===== config.mk =====
export PLATFORM = sky130hd
export DESIGN_NAME = conv_enc_framer_flat
export DESIGN_NICKNAME = d
export VERILOG_FILES = /design/src/rtl/viterbi_pkg.sv /design/src/rtl/conv_enc_framer_if.sv /design/src/rtl/conv_enc_parity.sv /design/src/rtl/conv_enc_framer.sv /design/src/flat_wrapper.sv
export SDC_FILE = /design/constraint.sdc
export NUM_CORES = 1
export LEC_CHECK = 0
export ABC_AREA = 0
export BUFFER_PORTS_ARGS = -buffer_cell sky130_fd_sc_hd__buf_2
export CORE_UTILIZATION = 35
export CTS_BUF_LIST = sky130_fd_sc_hd__clkbuf_8
export DETAILED_ROUTE_END_ITERATION = 10
export PLACE_DENSITY = 0.5
export RECOVER_POWER = 25
export SLEW_MARGIN = 25
export SYNTH_ARGS = -nofsm -noshare
export SYNTH_HDL_FRONTEND = slang
export SYNTH_SLANG_ARGS = --single-unit

===== constraint.sdc =====
create_clock -name clk -period 2.03 [get_ports clk]
set_clock_uncertainty 0.15 [all_clocks]
set_input_delay 0.1015 -clock clk [delete_from_list [all_inputs] [get_ports clk]]
set_output_delay 0.1015 -clock clk [all_outputs]
set_load 0.02 [all_outputs]

===== src/rtl/viterbi_pkg.sv =====
// Shared convolutional-code definitions used by the encoder framer and the Viterbi core.
// Code parameters, the framer FSM state type and the tap-parity helper live here.
package viterbi_pkg;

    localparam int unsigned VIT_K      = 3;
    localparam int unsigned VIT_M      = VIT_K - 1;
    localparam int unsigned VIT_S      = 1 << VIT_M;
    localparam logic [7:0]  VIT_G0_OCT = 8'o07;
    localparam logic [7:0]  VIT_G1_OCT = 8'o05;

    typedef enum logic [1:0] {
        ST_IDLE = 2'd0,
        ST_DATA = 2'd1,
        ST_TAIL = 2'd2
    } vit_state_e;

    // Taps are right-aligned: bit K-1 is the current input, bit 0 the oldest state bit.
    function automatic logic tap_parity(input logic [7:0] g, input logic [7:0] taps);
        return ^(g & taps);
    endfunction

endpackage


===== src/rtl/conv_enc_framer_if.sv =====
// Information-bit and coded-symbol handshakes of the encoder framer.
// master = upstream/downstream environment, slave = the framer itself.
interface conv_enc_framer_if;

    logic       info_valid;
    logic       info_ready;
    logic       info_bit;
    logic       sym_valid;
    logic       sym_ready;
    logic [1:0] sym;
    logic       sym_last;

    modport master (
        output info_valid, info_bit, sym_ready,
        input  info_ready, sym_valid, sym, sym_last
    );

    modport slave (
        input  info_valid, info_bit, sym_ready,
        output info_ready, sym_valid, sym, sym_last
    );

endinterface


===== src/rtl/conv_enc_parity.sv =====
// Combinational rate-1/2 parity: sym[1] = y0 from G0, sym[0] = y1 from G1.
// i_sr[K-2] is the most recent previous input bit.
module conv_enc_parity
    import viterbi_pkg::*;
#(
    parameter int unsigned K      = VIT_K,
    parameter logic [7:0]  G0_OCT = VIT_G0_OCT,
    parameter logic [7:0]  G1_OCT = VIT_G1_OCT
) (
    input  logic         i_u,
    input  logic [K-2:0] i_sr,
    output logic [1:0]   o_sym
);

    logic [7:0] w_taps;

    always_comb begin
        w_taps          = '0;
        w_taps[K-1:0]   = {i_u, i_sr};
    end

    assign o_sym = {tap_parity(G0_OCT, w_taps), tap_parity(G1_OCT, w_taps)};

endmodule


===== src/rtl/conv_enc_framer.sv =====
// Framed convolutional encoder: L_FRAME info bits plus M zero tail bits per frame,
// one-deep output register. Optional macro CONV_ENC_ERR_INJ_EN adds the err_flip input.
module conv_enc_framer
    import viterbi_pkg::*;
#(
    parameter int unsigned K       = VIT_K,
    parameter logic [7:0]  G0_OCT  = VIT_G0_OCT,
    parameter logic [7:0]  G1_OCT  = VIT_G1_OCT,
    parameter int unsigned L_FRAME = 64
) (
    input  logic                clk,
    input  logic                rst,
    input  logic                frame_start,
`ifdef CONV_ENC_ERR_INJ_EN
    input  logic [1:0]          err_flip,
`endif
    output logic                busy,
    conv_enc_framer_if.slave    bus
);

    localparam int unsigned M         = K - 1;
    localparam logic [15:0] LAST_BIT  = 16'(L_FRAME - 1);
    localparam logic [7:0]  LAST_TAIL = 8'(M - 1);

    vit_state_e  r_state;
    vit_state_e  w_state_next;
    logic [M-1:0] r_sr;
    logic [M-1:0] w_sr_next;
    logic [15:0] r_bit_cnt;
    logic [7:0]  r_tail_cnt;
    logic        r_sym_valid;
    logic        r_sym_last;
    logic [1:0]  r_sym;

    logic        w_slot_free;
    logic        w_start;
    logic        w_load_data;
    logic        w_load_tail;
    logic        w_load;
    logic        w_is_last;
    logic        w_u;
    logic [1:0]  w_par;
    logic [1:0]  w_err;

`ifdef CONV_ENC_ERR_INJ_EN
    assign w_err = err_flip;
`else
    assign w_err = '0;
`endif

    // Output register can take a new symbol when empty or being drained this cycle.
    assign w_slot_free    = !r_sym_valid || bus.sym_ready;
    assign bus.info_ready = (r_state == ST_DATA) && w_slot_free;
    assign w_u            = (r_state == ST_DATA) ? bus.info_bit : 1'b0;
    assign w_load         = w_load_data || w_load_tail;
    assign w_is_last      = w_load_tail && (r_tail_cnt == LAST_TAIL);
    assign w_sr_next      = M'({w_u, r_sr} >> 1);

    conv_enc_parity #(
        .K      (K),
        .G0_OCT (G0_OCT),
        .G1_OCT (G1_OCT)
    ) u_parity (
        .i_u   (w_u),
        .i_sr  (r_sr),
        .o_sym (w_par)
    );

    always_ff @(posedge clk) begin
        if (rst) begin
            r_state <= ST_IDLE;
        end else begin
            r_state <= w_state_next;
        end
    end

    always_comb begin
        w_state_next = r_state;
        w_start      = 1'b0;
        w_load_data  = 1'b0;
        w_load_tail  = 1'b0;
        case (r_state)
            ST_IDLE: begin
                if (frame_start) begin
                    w_start      = 1'b1;
                    w_state_next = ST_DATA;
                end
            end
            ST_DATA: begin
                if (bus.info_valid && w_slot_free) begin
                    w_load_data = 1'b1;
                    if (r_bit_cnt == LAST_BIT) begin
                        w_state_next = ST_TAIL;
                    end
                end
            end
            ST_TAIL: begin
                if (w_slot_free) begin
                    w_load_tail = 1'b1;
                    if (r_tail_cnt == LAST_TAIL) begin
                        w_state_next = ST_IDLE;
                    end
                end
            end
            default: w_state_next = ST_IDLE;
        endcase
    end

    // A frame may open while the previous last symbol is still pending; the
    // output register is left alone and only the encoder state is cleared.
    always_ff @(posedge clk) begin
        if (rst) begin
            r_sr        <= '0;
            r_bit_cnt   <= '0;
            r_tail_cnt  <= '0;
            r_sym_valid <= 1'b0;
            r_sym_last  <= 1'b0;
            r_sym       <= '0;
        end else begin
            if (w_start) begin
                r_sr       <= '0;
                r_bit_cnt  <= '0;
                r_tail_cnt <= '0;
            end else if (w_load) begin
                r_sr <= w_sr_next;
            end

            if (w_load_data) begin
                r_bit_cnt <= (r_bit_cnt == LAST_BIT) ? '0 : r_bit_cnt + 16'd1;
            end
            if (w_load_tail) begin
                r_tail_cnt <= w_is_last ? '0 : r_tail_cnt + 8'd1;
            end

            if (w_load) begin
                r_sym       <= w_par ^ w_err;
                r_sym_valid <= 1'b1;
                r_sym_last  <= w_is_last;
            end else if (bus.sym_ready) begin
                r_sym_valid <= 1'b0;
                r_sym_last  <= 1'b0;
            end
        end
    end

    assign bus.sym       = r_sym;
    assign bus.sym_valid = r_sym_valid;
    assign bus.sym_last  = r_sym_last;
    assign busy          = (r_state != ST_IDLE) || r_sym_valid;

endmodule


===== src/flat_wrapper.sv =====
// flat-port wrapper written by rule: the top's interface ports become plain ports
module conv_enc_framer_flat import viterbi_pkg::*;
#(
    parameter int unsigned K       = VIT_K,
    parameter logic [7:0]  G0_OCT  = VIT_G0_OCT,
    parameter logic [7:0]  G1_OCT  = VIT_G1_OCT,
    parameter int unsigned L_FRAME = 64
)
  (clk, rst, frame_start, busy, bus_info_valid, bus_info_bit, bus_sym_ready, bus_info_ready, bus_sym_valid, bus_sym, bus_sym_last);
  conv_enc_framer_if bus_i ();
  input  logic clk;
  input  logic rst;
  input  logic frame_start;
  output logic busy;
  input wire logic [$bits(bus_i.info_valid)-1:0] bus_info_valid;
  input wire logic [$bits(bus_i.info_bit)-1:0] bus_info_bit;
  input wire logic [$bits(bus_i.sym_ready)-1:0] bus_sym_ready;
  output wire logic [$bits(bus_i.info_ready)-1:0] bus_info_ready;
  output wire logic [$bits(bus_i.sym_valid)-1:0] bus_sym_valid;
  output wire logic [$bits(bus_i.sym)-1:0] bus_sym;
  output wire logic [$bits(bus_i.sym_last)-1:0] bus_sym_last;
  assign bus_i.info_valid = bus_info_valid;
  assign bus_i.info_bit = bus_info_bit;
  assign bus_i.sym_ready = bus_sym_ready;
  assign bus_info_ready = bus_i.info_ready;
  assign bus_sym_valid = bus_i.sym_valid;
  assign bus_sym = bus_i.sym;
  assign bus_sym_last = bus_i.sym_last;
  conv_enc_framer #(.K(K), .G0_OCT(G0_OCT), .G1_OCT(G1_OCT), .L_FRAME(L_FRAME)) u_core (.clk(clk), .rst(rst), .frame_start(frame_start), .busy(busy), .bus(bus_i));
endmodule

# ---- Yosys cells after proc, flatten, opt, wreduce, memory -nomap -nowiden
# Index checks and enable logic that the tools add are counted.
dict set report word_totals {
  regBits 32
  latchBits 0
  ramBits 0
  rom_bits 0
  n_memories 0
}
dict set report classes {
  add_sub_neg 2
  mul 0
  div 0
  n_lt_le_gt_ge 0
  n_eq_ne 9
  n_shift 0
  n_mux 22
  bitwise_logic 0
  reduce_logical 16
}
# cell count
set ops {}
lappend ops {{$mux 16} 3}
lappend ops {{$mux 8} 3}
lappend ops {{$add 16x1->16 const B} 1}
lappend ops {{$eq 16x6->1 const B} 1}
lappend ops {{$reduce_xor 8->1} 2}
lappend ops {{$mux 1} 10}
lappend ops {{$mux 2} 5}
lappend ops {{$add 8x1->8 const B} 1}
lappend ops {{$eq 8x1->1 const B} 1}
lappend ops {{$reduce_bool 2->1} 4}
lappend ops {{$ne 2x2->1 const B} 3}
lappend ops {{$pmux 2 s3} 1}
lappend ops {{$reduce_and 5->1} 1}
lappend ops {{$ne 2x1->1 const B} 2}
lappend ops {{$logic_and 1x1->1} 3}
lappend ops {{$logic_or 1x1->1} 3}
lappend ops {{$eq 2x1->1 const B} 1}
lappend ops {{$eq 2x2->1 const B} 1}
lappend ops {{$logic_not 2->1} 1}
lappend ops {{$reduce_or 2->1} 1}
lappend ops {{$logic_not 1->1} 1}

# ---- Longest topological paths before layout
# Gate-level depths: netlist (run 1).
dict set report depth {
  depth_word 7
  mapped_depth 7
  ltp_nobuf 6
}

# ---- Modules after synthesis
# From an unflattened synthesis (run 1), not the netlist that was laid out.
dict set report hier_totals {
  hier_cells 220
  area_unflattened_um2 1905.6
}
# module instances cells_each area_each_um2 seq_area_each_um2
set modules_own_cells {}
lappend modules_own_cells {conv_enc_framer 1 218 1873.0 640.6}
lappend modules_own_cells {conv_enc_parity 1 2 32.5 0.0}

# ---- Worst setup path after synthesis (run 1)
# OpenSTA, ideal clock, no wires.
dict set report synth_path {
  path_kind {register to register}
  startpoint {reg u_core.r_tail_cnt[1]}
  endpoint {reg u_core.r_tail_cnt[6]}
  setup_time_ps 91
  arrival_time_ps 1480
  required_time_ps 1789
  slack_ps 309
  stages_incl_launch_ff 8
  cell_sequence {dfxtp_1 > inv_1 > ha_1 > nor4b_2 > a211oi_4 > buf_6 > a41oi_1 > a311oi_1}
}
dict set report synth_between {
  elab_chain_len 4
}
# element line
set synth_lines {}
lappend synth_lines {{start, declared} conv_enc_framer.sv:30} ;# logic [7:0] r_tail_cnt;
lappend synth_lines {{start signal, assigned} conv_enc_framer.sv:132} ;# r_tail_cnt <= w_is_last ? '0 : r_tail_cnt + 8'd1;
lappend synth_lines {{branches (longest 2 deep; another with $add 8x1->8)} n/a}
lappend synth_lines {{$mux 8 (*)} conv_enc_framer.sv:132}
lappend synth_lines {{$mux 8 (*)} conv_enc_framer.sv:131} ;# if (w_load_tail) begin
# Every way passes the cells marked *.
# A chain may end at the register's enable or synchronous reset.

# ---- Worst setup path after layout (run 1)
dict set report layout_path {
  startpoint {in bus_sym_ready}
  endpoint {reg u_core.r_bit_cnt[11]}
}
dict set report layout_between {
  elab_chain_len 5
}
# element line
set layout_lines {}
lappend layout_lines {{start, declared} flat_wrapper.sv:17} ;# input wire logic [$bits(bus_i.sym_ready)-1:0] bus_sym_ready;
lappend layout_lines {{$logic_or 1x1->1 (*)} conv_enc_framer.sv:52} ;# assign w_slot_free = !r_sym_valid || bus.sym_ready;
lappend layout_lines {{$logic_and 1x1->1 (*)} conv_enc_framer.sv:90} ;# if (bus.info_valid && w_slot_free) begin
lappend layout_lines {{$mux 1 (*)} conv_enc_framer.sv:90}
lappend layout_lines {{$mux 1 (*)} conv_enc_framer.sv:82} ;# case (r_state)
lappend layout_lines {{$mux 16 / $reduce_bool 2->1 (equally long branches)} n/a}
lappend layout_lines {{end signal, assigned} conv_enc_framer.sv:129} ;# r_bit_cnt <= (r_bit_cnt == LAST_BIT) ? '0 : r_bit_cnt + 16'd1;
lappend layout_lines {{end, declared} conv_enc_framer.sv:29} ;# logic [15:0] r_bit_cnt;
# Mark *: on every way between the ends. The rest lies on a longest branch, timed or not.

==> results of run 1 <==
-- sequential cells by signal (all words and copies together) (netlist names) --
| signal | cells |
|---|---|
| u_core.bus.sym_valid | 1 |
| u_core.bus.sym_last | 1 |
| u_core.r_state | 2 |
| u_core.r_bit_cnt | 16 |
| u_core.r_sr | 2 |
| u_core.r_tail_cnt | 8 |
| u_core.bus.sym | 2 |
-- Yosys cell counts (5+ instances only) --
master	count
dfxtp_1	32
a21oi_1	14
nand3_1	15
inv_1	8
a31oi_1	10
nand4b_1	5
clkbuf_1	6
nor3_1	7
nand2b_1	8
a311oi_1	6
nor4_1	6
nand4_1	9
nor2_1	11
nand2_1	10
o21ai_0	8
-- cells by family after synthesis --
family                   after synthesis  share of synthesized area, %
AND/OR/NAND/NOR                       97                          32.9
AO/OA/AOI/OAI                         61                          22.9
flip-flops                            32                          34.8
buffers and inverters                 20                          5.44
XOR/XNOR                               3                          1.43
adder cells (fa/ha/maj)                3                          2.04
multiplexers                           1                         0.544
-- where the power goes --
| group | total (W) | leakage (nW) | switching (W) | internal, W |
|---|---|---|---|---|
| registers | 0.000640 | 0.258 | 0.00000652 | 0.000634 |
| clock network | 0.000505 | 0.0538 | 0.000239 | 0.000266 |
| logic | 0.000121 | 0.378 | 0.0000763 | 0.0000451 |
-- per-stage QoR --
stage	hold WS (ns)	std cells	setup WS [ns]	total power, W	area (um^2)
finish	0.106	315	0.138	0.00127	2150
detailed placement	0.256	304	0.209	0.000774	2040
global route	0.107	315	0.0477	0.00132	2150
global placement	0.259	304	0.223	0.000775	2040
floorplan	0.110	217	0.309	0.000731	1840
CTS	0.00132	314	0.166	0.00129	2150
-- worst max-delay path: stages --
cell and delay (ns):
dlygate4sd3_1 0.52, clkbuf_1 0.12, nand2b_1 0.32, nand3_4 0.20, or4b_1 0.52, a31oi_1 0.17
-- cell type report --
type	instances	area share (%)
multi-input combinational	165	50.9
sequential	32	29.8
timing repair buffer	31	9.38
tap	70	4.08
clock buffer	6	3.85
inverter	9	1.57
clock inverter	2	0.350
-- worst paths after layout --
path | startpoint | to | cells past startpoint
setup reg to reg | u_core.r_bit_cnt[0] | u_core.r_bit_cnt[11] | 5
setup / recovery | bus_sym_ready | u_core.r_bit_cnt[11] | 6
hold reg to reg | u_core.bus.sym_last | u_core.bus.sym_last | 2
hold / removal | bus_info_bit | u_core.r_sr[1] | 4
-- layout by cell type, fill, tap and decap left out, types with 9 or more instances in the layout --
| cell | count |
|---|---|
| a31oi_1 | 10 |
| nand2_1 | 10 |
| nand3_1 | 15 |
| inv_1 | 10 |
| nand4_1 | 9 |
| nor2_1 | 11 |
| a21oi_1 | 14 |
| dfxtp_1 | 32 |
| buf_4 | 16 |
-- metal layers --
| metal | vias to the layer above | global-route usage (%) | wire length, um |
|---|---|---|---|
| met5 | - | 0 | 0 |
| met4 | 0 | 8.18 | 81 |
| met3 | 8 | 3.66 | 91 |
| met2 | 14 | 30.6 | 2250 |
| met1 | 822 | 22.3 | 2140 |
| li1 | 894 | - | - |
-- repair_timing --
| action | CTS | global route |
|---|---|---|
| hold endpoints to repair | 2 | 1 |
| setup buffers | 0 | 0 |
| hold buffers | 2 | 1 |
==> results.sh, run 1 <==
export IMPL_insertedDiodeCount=0
export IMPL_worstPathArrival_ns=1.96
export IMPL_r2r_slack_ns=0.20
export IMPL_dr_pass1_iters=4
export IMPL_irDropWorstVdd_v=0.000378
export IMPL_viasPerCell=5.52
export IMPL_hpwl_mm=3.21
export IMPL_maxCapViolCount=0
export IMPL_drv_slew=0
export IMPL_yosysWarningCount=0
export IMPL_synth_ff_type="dfxtp_1"
export IMPL_drc=0
export IMPL_seqCellArea_um2=641
export IMPL_cts_sinks=32
export IMPL_path_class="input port to flop"
export IMPL_track_usage_pct=18.2
export IMPL_ys_ff_latch=32
export IMPL_syn_area_per_cell_um2=8.48
export IMPL_yosysTopAreaCell="dfxtp_1"
export IMPL_critPathCaptureType="flop"
export IMPL_htreeDepth=2
export IMPL_initial_core_util_pct=36.2
export IMPL_grt_pass1_wl_mm=7.47
export IMPL_timing_fmax_mhz=529
export IMPL_drt_iter0_drc=98
export IMPL_postRouteAntennaNets=0
export IMPL_nets=253
export IMPL_antenna_found_initial=0
export IMPL_leakage_nw=0.690
export IMPL_worst_ep_required_time_ns=2.10
export IMPL_cts_resized=0
export IMPL_syn_num_nets=226
export IMPL_fin_util_pct=42.3
export IMPL_synthCells=217
export IMPL_multiInputGateArea_mm2=0.00109
export IMPL_die_w_um=74.5
export IMPL_syn_area_mm2=0.00184
export IMPL_insertion_delay_ns=0.29
export IMPL_area_growth_syn_to_layout_pct=16.7
export IMPL_power_density_mw_per_mm2=590
export IMPL_ys_seq_area_share_pct=34.8
export IMPL_nFillCells=560
export IMPL_cts_root_buf="clkbuf_8"
export IMPL_clk_pin_slew_ns=0.07
export IMPL_die_area_mm2=0.00555
export IMPL_place_congestion=0.735
export IMPL_drive_above_1_share_pct=14.3
export IMPL_synth_edf_count=0
export IMPL_start_kind="input port"
export IMPL_fin_tns_setup_ns=0
export IMPL_io_buffers=11
export IMPL_cts_max_path_buffers=2
export IMPL_grt_pass1_vias=1618
export IMPL_cts_tree="yes"
export IMPL_final_period_utilization_pct=93.2
export IMPL_hold_path_class="input port to flop"
export IMPL_ys_async_sr_fraction_pct=0
export IMPL_synth_top_area_share_pct=34.8
export IMPL_chipHeight_um=74.5
export IMPL_setup_viol=0
export IMPL_outcome="finished clean"
export IMPL_critPathMaxFanout=10
export IMPL_drt_wl_total_mm=4.56
export IMPL_finalHoldViolCount=0
export IMPL_worst_slew_pin_slew_ns=0.474
export IMPL_grt_start_max_net_pins=20
export IMPL_yosys_cell_types_count=54
export IMPL_rsz0062_at_grt="false"
export IMPL_fp_row_count=26
export IMPL_grt_overflow_total=0
export IMPL_wl_per_cell_um=14.5
export IMPL_pin_count=12
export IMPL_finalCriticalPeriod_ns=1.89
export IMPL_routed_via_count=1738
export IMPL_core_area_mm2=0.00507
export IMPL_relSlewSlack_pct=68.4
export IMPL_cts_made_buffers=5
export IMPL_ys_top_cells_by_area="dfxtp_1 (35%), nand3_1 (4.1%), a21oi_1 (3.8%)"
No activity file was read; power rests on OpenSTA's default activity.
==> run 2, diff against run 1 <==
--- a/config.mk
+++ b/config.mk
@@ -10,7 +10,7 @@
 export CORE_UTILIZATION = 35
 export CTS_BUF_LIST = sky130_fd_sc_hd__clkbuf_8
 export DETAILED_ROUTE_END_ITERATION = 10
-export PLACE_DENSITY = 0.5
+export PLACE_DENSITY = 0.57
 export RECOVER_POWER = 25
 export SLEW_MARGIN = 25
 export SYNTH_ARGS = -nofsm -noshare
==> results.sh, run 2 (synthesized netlist as in run 1, its figures left out) <==
export IMPL_cts_sinks=32
export IMPL_chipHeight_um=74.5
export IMPL_nets=247
export IMPL_worst_ep_required_time_ns=2.09
export IMPL_antenna_found_initial=0
export IMPL_die_w_um=74.5
export IMPL_postRouteAntennaNets=0
export IMPL_pin_count=12
export IMPL_fp_row_count=26
export IMPL_irDropWorstVdd_v=0.000289
export IMPL_cpPeakStageDelay_ns=0.46
export IMPL_final_period_utilization_pct=92.2
export IMPL_dr_pass1_iters=4
export IMPL_leakage_nw=0.663
export IMPL_layout_common_cells="dfxtp_1 (32), nand3_1 (15), a21oi_1 (14), nor2_1 (11)"
export IMPL_cts_root_buf="clkbuf_8"
export IMPL_cts_made_buffers=5
export IMPL_insertion_delay_ns=0.29
export IMPL_insertedDiodeCount=0
export IMPL_clk_pin_slew_ns=0.08
export IMPL_worstPathArrival_ns=1.93
export IMPL_r2r_start="u_core.r_bit_cnt[1]"
export IMPL_relSlewSlack_pct=63.0
export IMPL_critPathMaxFanout=6
export IMPL_area_growth_syn_to_layout_pct=15.8
export IMPL_setup_viol=0
export IMPL_track_usage_pct=17.2
export IMPL_whs_path_depth=4
export IMPL_io_buffers=11
export IMPL_power_w=0.00138
export IMPL_cts_max_path_buffers=2
export IMPL_grt_overflow_total=0
export IMPL_start_kind="flop"
export IMPL_drt_wl_total_mm=4.36
export IMPL_maxCapViolCount=0
export IMPL_initial_core_util_pct=36.2
export IMPL_grt_start_max_net_pins=19
export IMPL_rr_worst_depth=5
export IMPL_final_common_cell="dfxtp_1"
export IMPL_outcome="finished clean"
export IMPL_power_density_mw_per_mm2=647
export IMPL_path_class="flop to flop"
export IMPL_htreeDepth=2
export IMPL_cts_setup_buffers=0
export IMPL_hpwl_mm=3.07
export IMPL_finalCriticalPeriod_ns=1.87
export IMPL_rsz0062_at_grt="false"
export IMPL_critPathCaptureType="flop"
export IMPL_timing_fmax_mhz=534
export IMPL_grt_pass1_wl_mm=7.26
export IMPL_routed_via_count=1720
export IMPL_finalHoldViolCount=0
export IMPL_fin_tns_setup_ns=0
export IMPL_core_area_mm2=0.00507
export IMPL_regMostFlops="u_core.r_bit_cnt"
export IMPL_hp_start="bus_info_bit"
export IMPL_drv_slew=0
export IMPL_fin_ws_ns=0.159
export IMPL_worst_slew_pin_slew_ns=0.551
export IMPL_drc=0
export IMPL_startpoint="u_core.r_bit_cnt[1]"
export IMPL_place_congestion=0.771
export IMPL_hold_path_class="input port to flop"
export IMPL_largestRegisters="u_core.r_bit_cnt: 16 flops, u_core.r_tail_cnt: 8 flops"
export IMPL_drt_iter0_drc=56
export IMPL_die_area_mm2=0.00555
export IMPL_viasPerCell=5.57
export IMPL_largest_reg_flops=16
export IMPL_dp_slack_ns=0.199
export IMPL_crit_chain="ha_1 -> and3_2 -> nand4_1 -> or4b_1 -> a31oi_1"
export IMPL_drive_above_1_share_pct=13.8
export IMPL_crit_slowest_cell="or4b_1"
export IMPL_wl_per_cell_um=14.1
export IMPL_cts_tree="yes"
export IMPL_grt_pass1_vias=1530
run 2: cell count changes in the layout (fill, tap and decap cells not counted):
cell	before	now
buf_4	16	10
nor3_2	0	1
nor3_1	8	7
buf_2	5	6
clkinv_2	0	1
clkbuf_8	6	5
inv_1	10	8
clkinvlp_4	0	1
bufinv_16	0	1
clkbuf_1	7	6
run 2: area by class of cell:
cell class	count	area, um^2
Clock buffer	5	68.8
Fill cell	553	2950
Multi-Input combinational cell	165	1100
Inverter	9	33.8
Clock inverter	3	42.5
Sequential cell	32	641
Tap cell	70	87.6
Timing Repair Buffer	25	158
run 2: path summary, 6_finish.rpt:
| check | endpoint | slack [ns] |
|---|---|---|
| hold reg to reg | u_core.r_sr[0] | 0.35 |
| setup / recovery | u_core.r_bit_cnt[11] | 0.16 |
| setup reg to reg | u_core.r_bit_cnt[11] | 0.16 |
| hold / removal | u_core.r_sr[1] | 0.08 |
run 2: power breakdown:
group	internal, W	switching [W]	total [W]
Clock	0.000363	0.000258	0.000621
Combinational	0.0000417	0.0000742	0.000116
Sequential	0.000633	0.00000716	0.000641
Total	0.00104	0.000339	0.00138
run 2: what timing repair did:
item,4_1_cts,5_1_grt
gates resized for setup,0,0
hold buffers,3,0
endpoints found under the hold margin,3,0
run 2: critical path, delay by kind of cell (launching register included):
| kind | cells | cell delay [ns] |
|---|---|---|
| AOI/OAI and AO/OA | 1 | 0.17 |
| adders and majority gates | 1 | 0.23 |
| DFF | 1 | 0.35 |
| and+or+nand+nor | 3 | 0.88 |
run 2: through the flow:
stage               util, %  std cells  hold WS [ns]  area (um^2)
detailed placement     39.4        298         0.258         2000
floorplan                 -        217         0.110         1840
global route           42.0        309        0.0910         2130
finish                 42.0        309        0.0786         2130
global placement       39.4        298         0.253         2000
CTS                    42.2        309        0.0743         2140
run 2: routing by layer:
metal | vias up | global-route usage, % | share of wire (%)
li1 | 883 | - | -
met1 | 815 | 21.7 | 50
met3 | 7 | 4.07 | 2.3
met2 | 15 | 28.8 | 46
met4 | 0 | 5.66 | 1.3
met5 | - | 0 | 0
